### src/rtl/clap_pkg.sv
// clap_pkg: shared definitions for the clap detection path.
// Holds the 2-bit clap status encodings (also consumed by the display block),
// the default timing constants for a 100 MHz clock, the internal FSM state
// type and a helper that sizes the timing counters.
package clap_pkg;

  // Status encodings driven onto clap_state_o.
  localparam logic [1:0] CLAP_IDLE   = 2'b00;
  localparam logic [1:0] CLAP_ARMED  = 2'b01;
  localparam logic [1:0] CLAP_SINGLE = 2'b10;
  localparam logic [1:0] CLAP_DOUBLE = 2'b11;

  // Default timing at 100 MHz: 10 ms debounce, 500 ms window, 1 s hold.
  localparam int DEF_DEBOUNCE_CYC = 1000000;
  localparam int DEF_WINDOW_CYC   = 50000000;
  localparam int DEF_HOLD_CYC     = 100000000;

  // Classifier FSM states. REPORT covers both the single and double results;
  // which one is shown is carried by the registered status output.
  typedef enum logic [1:0] {
    FSM_IDLE   = 2'b00,
    FSM_ARMED  = 2'b01,
    FSM_REPORT = 2'b10
  } fsm_e;

  // Counter width for a counter that must reach n-1; never below 1 bit.
  function automatic int cnt_w(input int n);
    return (n > 1) ? $clog2(n) : 1;
  endfunction

endpackage

### src/rtl/clap_debounce.sv
// clap_debounce: two-flop synchroniser, stability-counter debouncer and
// rising-edge detector for the raw clap input.
//
// Ports:
//   clk_i   in  1  system clock
//   rst_i   in  1  asynchronous active-high reset
//   clap_i  in  1  raw asynchronous clap input
//   edge_o  out 1  one-cycle pulse on each accepted 0->1 of the debounced level
//
// The debounced level only changes after the synchronised level has disagreed
// with it for DEBOUNCE_CYC consecutive cycles; any return to agreement
// restarts the count, so shorter pulses never get through.
module clap_debounce
  import clap_pkg::*;
#(
  parameter int DEBOUNCE_CYC = DEF_DEBOUNCE_CYC
) (
  input  logic clk_i,
  input  logic rst_i,
  input  logic clap_i,
  output logic edge_o
);

  localparam int               CW       = cnt_w(DEBOUNCE_CYC);
  localparam logic [CW-1:0]    CNT_LAST = CW'(DEBOUNCE_CYC - 1);

  logic          sync1;
  logic          sync2;
  logic          level;
  logic [CW-1:0] cnt;

  always_ff @(posedge clk_i or posedge rst_i) begin
    if (rst_i) begin
      sync1  <= 1'b0;
      sync2  <= 1'b0;
      level  <= 1'b0;
      cnt    <= '0;
      edge_o <= 1'b0;
    end else begin
      sync1  <= clap_i;
      sync2  <= sync1;
      edge_o <= 1'b0;
      if (sync2 != level) begin
        if (cnt == CNT_LAST) begin
          level  <= sync2;
          cnt    <= '0;
          // Only an accepted rise produces an event; accepted falls are silent.
          edge_o <= sync2;
        end else begin
          cnt <= cnt + 1'b1;
        end
      end else begin
        cnt <= '0;
      end
    end
  end

endmodule

### src/rtl/clap_detector.sv
// clap_detector: classifies debounced claps as single or double and holds the
// result on the status output for a fixed display time.
//
// Ports:
//   clk_i         in  1   system clock
//   rst_i         in  1   asynchronous active-high reset
//   clap_i        in  1   raw asynchronous clap input, high = sound/press
//   clap_state_o  out 2   00 idle, 01 armed, 10 single, 11 double
//   single_o      out 1   one-cycle pulse when a single clap is classified
//   double_o      out 1   one-cycle pulse when a double clap is classified
//   clap_cnt_o    out 16  saturating count of accepted clap edges
//                         (present only when CLAP_COUNTER_EN is defined)
//
// Optional feature macro: CLAP_COUNTER_EN.
//
// clap_state_o doubles as the externally visible FSM state: 00 = IDLE,
// 01 = ARMED, 10/11 = REPORT. Pulses are registered together with the status
// change so a consumer sees both in the same cycle.
module clap_detector
  import clap_pkg::*;
#(
  parameter int DEBOUNCE_CYC = DEF_DEBOUNCE_CYC,
  parameter int WINDOW_CYC   = DEF_WINDOW_CYC,
  parameter int HOLD_CYC     = DEF_HOLD_CYC
) (
  input  logic        clk_i,
  input  logic        rst_i,
  input  logic        clap_i,
  output logic [1:0]  clap_state_o,
  output logic        single_o,
  output logic        double_o
`ifdef CLAP_COUNTER_EN
  ,
  output logic [15:0] clap_cnt_o
`endif
);

  localparam int            WW       = cnt_w(WINDOW_CYC);
  localparam int            HW       = cnt_w(HOLD_CYC);
  localparam logic [WW-1:0] WIN_LAST = WW'(WINDOW_CYC - 1);
  localparam logic [HW-1:0] HLD_LAST = HW'(HOLD_CYC - 1);

  logic          clap_edge;
  fsm_e          state;
  logic [WW-1:0] win_cnt;
  logic [HW-1:0] hold_cnt;

  clap_debounce #(
    .DEBOUNCE_CYC(DEBOUNCE_CYC)
  ) u_debounce (
    .clk_i (clk_i),
    .rst_i (rst_i),
    .clap_i(clap_i),
    .edge_o(clap_edge)
  );

  always_ff @(posedge clk_i or posedge rst_i) begin
    if (rst_i) begin
      state        <= FSM_IDLE;
      clap_state_o <= CLAP_IDLE;
      single_o     <= 1'b0;
      double_o     <= 1'b0;
      win_cnt      <= '0;
      hold_cnt     <= '0;
    end else begin
      single_o <= 1'b0;
      double_o <= 1'b0;
      case (state)
        FSM_IDLE: begin
          if (clap_edge) begin
            state        <= FSM_ARMED;
            clap_state_o <= CLAP_ARMED;
            win_cnt      <= '0;
          end
        end
        FSM_ARMED: begin
          // Edge is tested first so a second clap on the expiry cycle still
          // classifies as a double.
          if (clap_edge) begin
            state        <= FSM_REPORT;
            clap_state_o <= CLAP_DOUBLE;
            double_o     <= 1'b1;
            hold_cnt     <= '0;
          end else if (win_cnt == WIN_LAST) begin
            state        <= FSM_REPORT;
            clap_state_o <= CLAP_SINGLE;
            single_o     <= 1'b1;
            hold_cnt     <= '0;
          end else begin
            win_cnt <= win_cnt + 1'b1;
          end
        end
        FSM_REPORT: begin
          // Claps during the display time are locked out.
          if (hold_cnt == HLD_LAST) begin
            state        <= FSM_IDLE;
            clap_state_o <= CLAP_IDLE;
          end else begin
            hold_cnt <= hold_cnt + 1'b1;
          end
        end
        default: begin
          state        <= FSM_IDLE;
          clap_state_o <= CLAP_IDLE;
        end
      endcase
    end
  end

`ifdef CLAP_COUNTER_EN
  // Counts every accepted rise, including those ignored while reporting.
  always_ff @(posedge clk_i or posedge rst_i) begin
    if (rst_i) begin
      clap_cnt_o <= '0;
    end else if (clap_edge && (clap_cnt_o != 16'hFFFF)) begin
      clap_cnt_o <= clap_cnt_o + 16'd1;
    end
  end
`endif

endmodule
### config.mk
export PLATFORM = sky130hd
export DESIGN_NAME = clap_detector
export DESIGN_NICKNAME = d
export VERILOG_FILES = /design/src/rtl/clap_pkg.sv /design/src/rtl/clap_debounce.sv /design/src/rtl/clap_detector.sv
export SDC_FILE = /design/constraint.sdc
export NUM_CORES = 1
export LEC_CHECK = 0
export ABC_AREA = 1
export CAP_MARGIN = 20
export CORE_MARGIN = 2
export CORE_UTILIZATION = 68
export DETAILED_ROUTE_END_ITERATION = 16
export HOLD_SLACK_MARGIN = 0.08
export PLACE_DENSITY = 0.94
export SLEW_MARGIN = 0
export SYNTH_ARGS = -nofsm -noshare
export SYNTH_HDL_FRONTEND = slang
export SYNTH_SLANG_ARGS = --single-unit
### constraint.sdc
create_clock -name clk_i -period 5.3 [get_ports clk_i]
set_input_delay 1.06 -clock clk_i [delete_from_list [all_inputs] [get_ports clk_i]]
set_output_delay 1.06 -clock clk_i [all_outputs]
set_load 0.02 [all_outputs]
==> results of run 1 <==
[metal layers]
metal,vias to the layer above,GRT usage [%],part of all wire [%]
met4,0,11.28,2.2
li1,2299,-,-
met5,-,0,0
met1,2186,40.81,42
met2,203,50.44,48
met3,29,6.260,7.6
[final cells by class]
class	instances	area, um2	area share, %
clock buffers	11	141.4	2.646
clock inverters	5	85.08	1.593
inverters	74	279.0	5.222
multi-input cells	551	2586	48.41
flip-flops and latches	82	2052	38.41
well taps	99	123.9	2.319
repair buffers	8	75.07	1.405
[logic make-up (layout without fill, tap and decap cells)]
family                   after synthesis  after routing  synth area share, %
AO/OA/AOI/OAI                         53             53                5.372
XOR/XNOR                              26             26                4.485
adder cells (fa/ha/maj)                3              3               0.7394
buffers and inverters                 92             98                8.650
flip-flops                            82             82                40.41
AND/OR/NAND/NOR                      469            469                40.34
[report_power, final]
group	switching [W]	total [W]	internal (W)	leakage [nW]
clock	0.000238	0.000519	0.000281	0.110
combinational	0.0000169	0.0000212	0.00000431	1.07
sequential	0.00000181	0.000629	0.000628	1.14
total	0.000257	0.00117	0.000913	2.32
[sequential cells by signal, summed over array words and instances, names as in the netlist]
| register | count |
|---|---|
| win_cnt | 26 |
| u_debounce.level | 1 |
| u_debounce.sync2 | 1 |
| double_o | 1 |
| state | 1 |
| u_debounce.sync1 | 1 |
| hold_cnt | 27 |
| u_debounce.edge_o | 1 |
| clap_state_o | 2 |
| u_debounce.cnt | 20 |
| single_o | 1 |
[metrics by stage]
| step | setup WS (ns) | utilization [%] |
|---|---|---|
| CTS | 2.775 | 73.66 |
| finish | 2.780 | 73.66 |
| global placement | 2.766 | 70.54 |
| global route | 2.707 | 73.66 |
| detailed placement | 2.760 | 70.54 |
| floorplan | 2.132 | - |
[cells in the final DEF, fill, tap and decap left out, types with 3 or more instances in the layout]
master	count
nand2_1	234
nor2_1	123
dfrtp_1	82
inv_1	67
nand3_1	38
nand4_1	36
o21ai_1	20
xor2_1	18
a21oi_1	17
o21ai_0	13
nor3_1	10
clkbuf_8	10
xnor2_1	8
nand2_2	7
nor2_4	6
clkdlybuf4s50_1	6
inv_2	5
nor2_2	4
ha_1	3
[final timing paths]
| check | startpoint | endpoint | depth (start not counted) |
|---|---|---|---|
| worst max-delay path | clap_state_o[1]$_DFFE_PP0P_ | clap_state_o[1] | 1 |
| worst min register to register | u_debounce.sync1$_DFF_PP0_ | u_debounce.sync2$_DFF_PP0_ | 0 |
| max in group asynchronous | rst_i | u_debounce.cnt[2]$_DFF_PP0_ | 3 |
| worst min-delay path | u_debounce.sync1$_DFF_PP0_ | u_debounce.sync2$_DFF_PP0_ | 0 |
| min in group asynchronous | rst_i | win_cnt[18]$_DFFE_PP0P_ | 2 |
| worst max register to register | win_cnt[0]$_DFFE_PP0P_ | win_cnt[19]$_DFFE_PP0P_ | 9 |
==> results.tsv, run 1 <==
stage	metric	value	unit
floorplanning	initial cell density of the core	70.00	%
finish	fillcell total	553	
place	dpl cell area	5116	um2
logic_synthesis	synth warn	0	
critical_path	R2R Setup Slk	2.88	ns
critical_path	critical-path cell list	clkdlybuf4s50_1	
logic_synthesis	Synth async-reset ratio	100.0	%
critical_path	Worst path slowest cell	clkdlybuf4s50_1	
floorplanning	core area	7253	um2
finish	layout cells sized above 1	6.430	%
critical_path	CP Launch Type	flop	
min_path	worst hold path type	flop to flop	
logic_synthesis	#FFs+latches synth	82	
clocking	worst skew pair latency	0.36	ns
finish	fin area	5343	um2
finish	area grow syn2layout	5.224	%
critical_path	Worst EP required	4.24	ns
logic_synthesis	ranking of synthesized cells by area	dfrtp_1 40%, nand2_1 17%, nor2_1 9.1%, inv_1 5.0%, nand4_1 4.4%	
logic_synthesis	Synth cell types	33	
clocking	H-tree Lvls	3	
critical_path	Arrival @ worst endpoint	1.46	ns
critical_path	Crit Path Max Fanout	3	
routing	DR WL/cell	14.17	um
timing	Final Skew	0.01759	ns
finish	Nets	732	
global_route	total grt overflow	0	
clocking	clock-pin transition on the worst setup and hold timing paths	0.09	ns
routing	DRC errors left	0	
critical_path	CP Buf/Inv Count	1	
timing	worst slew pin tran	0.9401	ns
routing	drt first-iter violations	415	
logic_synthesis	sequential area share after synthesis	40.41	%
clocking	TritonCTS clock tree	yes	
clocking	maximum root-to-sink buffer count	2	
routing	vias	4717	
timing	Final min period	2.520	ns
logic_synthesis	top cell type's share of synthesized area	40.41	%
timing	worst rel slew slack	37.33	%
place	post-DP HPWL	7.990	mm
floorplanning	die width	90.41	um
timing	Final Cycle Share	47.55	%
floorplanning	die area	8174	um2
power_and_ir_drop	Pleak	2.323	nW
critical_path	critical path class	flop to output pin	
routing	wirelength, routed	11.76	mm
job	Max Cap Violations	0	
global_route	initial antenna violation count	0	
logic_synthesis	Yosys top cell by area	dfrtp_1	
timing	# setup viols final	0	
floorplanning	Die Ht	90.41	um
logic_synthesis	Syn Nets	731	
logic_synthesis	most frequent cell after synthesis	nand2_1	
clocking	setup bufs post-CTS	0	
floorplanning	io pins	7	
clocking	CTS root buf	clkbuf_8	
power_and_ir_drop	Overall Power	0.001170	W
global_route	first-pass GRT wire length	20.36	mm
clocking	clock sink count	82	
place	placed cells	814	
clocking	CTS Hold Bufs	0	
timing	RSZ-0062 raised after global routing	false	
routing	Via density	5.683	
logic_synthesis	synthesized instance count	725	
timing	final hold slack	0.3815	ns
critical_path	CP top delay family	buffers and inverters	
timing	Setup TNS	0	ns
routing	DRT antenna net count	0	
timing	Final Slew Violations	0	
critical_path	CP Capture Type	output pin	
finish	antenna cell count	0	
power_and_ir_drop	power per cell area	218.9	nW/um2
logic_synthesis	Post-synth EDFFs	0	
clocking	CTS resizes	0	
outcome	status	finished, final reports clean	
global_route	pin count of the biggest net entering global routing	53	
finish	Post-Layout Cell Count	830	
place	Port Buf Inserts	6	
logic_synthesis	synth cell count leaders	234 x nand2_1, 123 x nor2_1, 82 x dfrtp_1	
clocking	CTS Buf Count	9	
logic_synthesis	Avg Cell Area, Syn	7.003	um2
global_route	total global-route track usage	30.78	%
power_and_ir_drop	Max VDD drop	0.0001907	V
timing	final hold vios	0	
logic_synthesis	ys flop type	dfrtp_1	
timing	Max Clk Rate	396.8	MHz
routing	TritonRoute pass-1 iters	5	
floorplanning	row count	31	
logic_synthesis	post-synth design cell area	5077	um2
place	Placer Congestion	0.9484	
global_route	vias in the first global route	4469	
critical_path	slowest stage delay, CP	0.67	ns
(Power assumes the default switching activity.)
==> inputs of run 2 (changes only) <==
CORE_UTILIZATION = 63   (was 68)
PLACE_DENSITY = 0.89   (was 0.94)
clock period = 2.45 ns   (was 5.3 ns; I/O delays follow)
==> results.tsv, run 2 (synthesized netlist as in run 1, its figures left out) <==
stage	metric	value	unit
outcome	status	finished, final reports clean	
routing	wirelength, routed	11.41	mm
routing	Via density	5.593	
power_and_ir_drop	Max VDD drop	0.0003792	V
timing	final hold vios	0	
timing	worst slew pin tran	0.6680	ns
floorplanning	Die Ht	93.78	um
clocking	clock sink count	82	
routing	DRC errors left	0	
timing	worst rel slew slack	55.37	%
finish	Post-Route Utilization	69.83	%
timing	Max Clk Rate	491.5	MHz
clocking	CTS resizes	0	
place	Port Buf Inserts	6	
floorplanning	initial cell density of the core	65.37	%
timing	Final Skew	0.009831	ns
critical_path	R2R Setup Slk	0.42	ns
global_route	total global-route track usage	28.59	%
timing	Setup TNS	0	ns
timing	RSZ-0062 raised after global routing	false	
floorplanning	row count	32	
critical_path	R2R cell count	9	
routing	vias	4687	
place	post-DP HPWL	8.270	mm
finish	leading registers by flop count	hold_cnt x27, win_cnt x26, u_debounce.cnt x20	
finish	fillcell total	634	
critical_path	Crit Path Max Fanout	22	
clocking	CTS root buf	clkbuf_8	
min_path	Hold Path Cell Cnt	0	
finish	Largest register FFs	27	
routing	TritonRoute pass-1 iters	5	
critical_path	critical path class	flop to flop	
timing	# setup viols final	0	
min_path	worst hold path type	flop to flop	
global_route	total grt overflow	0	
min_path	hold_sp	u_debounce.sync1$_DFF_PP0_	
clocking	worst skew pair latency	0.37	ns
clocking	H-tree Lvls	3	
finish	most common cell after layout, fill and taps aside	nand2_1	
critical_path	r2r startpoint	win_cnt[0]$_DFFE_PP0P_	
global_route	vias in the first global route	4644	
place	Placer Congestion	0.9456	
clocking	clock-pin transition on the worst setup and hold timing paths	0.08	ns
clocking	CTS Hold Bufs	0	
floorplanning	io pins	7	
power_and_ir_drop	Pleak	2.363	nW
critical_path	Worst EP required	2.74	ns
global_route	initial antenna violation count	0	
critical_path	critical-path cell list	ha_1 -> nand2_1 -> nor2_4 -> nand2_2 -> nor2_4 -> nand3_4 -> nand2_2 -> inv_2 -> o21ai_1	
routing	drt first-iter violations	380	
critical_path	CP Capture Type	flop	
critical_path	slowest stage delay, CP	0.40	ns
finish	total area of sequential cells	2052	um2
global_route	first-pass GRT wire length	20.14	mm
floorplanning	die width	93.78	um
finish	antenna cell count	0	
floorplanning	die area	8794	um2
clocking	setup bufs post-CTS	0	
clocking	maximum root-to-sink buffer count	2	
critical_path	Arrival @ worst endpoint	2.32	ns
finish	commonest non-fill, non-tap cells in the layout	234 x nand2_1, 123 x nor2_1, 82 x dfrtp_1	
critical_path	FF-to-FF End	win_cnt[5]$_DFFE_PP0P_	
job	Max Cap Violations	0	
global_route	pin count of the biggest net entering global routing	29	
timing	Final Slew Violations	0	
timing	Final min period	2.035	ns
floorplanning	core area	7767	um2
finish	area taken by multi-input logic gates	2586	um2
critical_path	Worst path slowest cell	nand2_2	
routing	DR WL/cell	13.62	um
routing	DRT antenna net count	0	
power_and_ir_drop	power per cell area	478.8	nW/um2
finish	area grow syn2layout	6.826	%
min_path	Worst Hold End	u_debounce.sync2$_DFF_PP0_	
clocking	CTS Buf Count	9	
critical_path	CP Launch Type	flop	
clocking	TritonCTS clock tree	yes	
finish	layout cells sized above 1	7.065	%
timing	Final Cycle Share	83.04	%
finish	Biggest register	hold_cnt	
finish	Nets	738	
-- run 2: layout make-up --
cell class / count / area share (%)
flip-flops and latches: 82 / 37.83
well taps: 102 / 2.353
clock inverters: 5 / 1.915
multi-input cells: 551 / 47.68
repair buffers: 14 / 2.676
inverters: 74 / 5.190
clock buffers: 10 / 2.353
-- run 2: worst max-delay path by stage --
stage | from | endpoint | slack, ns
final | win_cnt[0]$_DFFE_PP0P_ | win_cnt[5]$_DFFE_PP0P_ | 0.42
after global routing | hold_cnt[0]$_DFFE_PP0P_ | hold_cnt[3]$_DFFE_PP0P_ | 0.19
after CTS | hold_cnt[0]$_DFFE_PP0P_ | hold_cnt[23]$_DFFE_PP0P_ | 0.42
after detailed placement | hold_cnt[0]$_DFFE_PP0P_ | hold_cnt[23]$_DFFE_PP0P_ | 0.44
after global placement | win_cnt[0]$_DFFE_PP0P_ | win_cnt[0]$_DFFE_PP0P_ | 0.50
after floorplan | win_cnt[0]$_DFFE_PP0P_ | hold_cnt[16]$_DFFE_PP0P_ | 0.85
-- run 2: worst max-delay path: cells and delay by family, from the launching register on --
family                     cells  cell delay, ns
AOI/OAI and AO/OA              1            0.15
adders and majority gates      1            0.17
and+or+nand+nor                6            1.11
DFF                            1            0.39
buffers and inverters          1            0.13
-- run 2: power breakdown --
| group | internal [W] | switching, W | leakage (nW) |
|---|---|---|---|
| Clock | 0.000672 | 0.000508 | 0.116 |
| Combinational | 0.0000168 | 0.0000390 | 1.11 |
| Sequential | 0.00136 | 0.00000356 | 1.14 |
| Total | 0.00205 | 0.000550 | 2.36 |
-- run 2: metrics by stage --
step / hold slack (ns) / cell area (um2) / std cells / setup WS (ns) / power [W]
finish: 0.3537 / 5424 / 838 / 0.4154 / 0.002597
global route: 0.3575 / 5424 / 838 / 0.1900 / 0.002668
CTS: 0.3549 / 5424 / 838 / 0.4156 / 0.002597
detailed placement: 0.3371 / 5192 / 823 / 0.4352 / 0.001447
global placement: 0.3336 / 5192 / 823 / 0.4967 / 0.001444
floorplan: 0.3312 / 5081 / 725 / 0.8547 / 0.001420
-- run 2: layer usage --
metal | GRT usage [%] | vias up | part of all wire (%)
li1 | - | 2305 | -
met1 | 36.57 | 2166 | 44
met2 | 47.62 | 183 | 47
met3 | 5.217 | 33 | 5.9
met4 | 12.20 | 0 | 2.8
met5 | 0 | - | 0
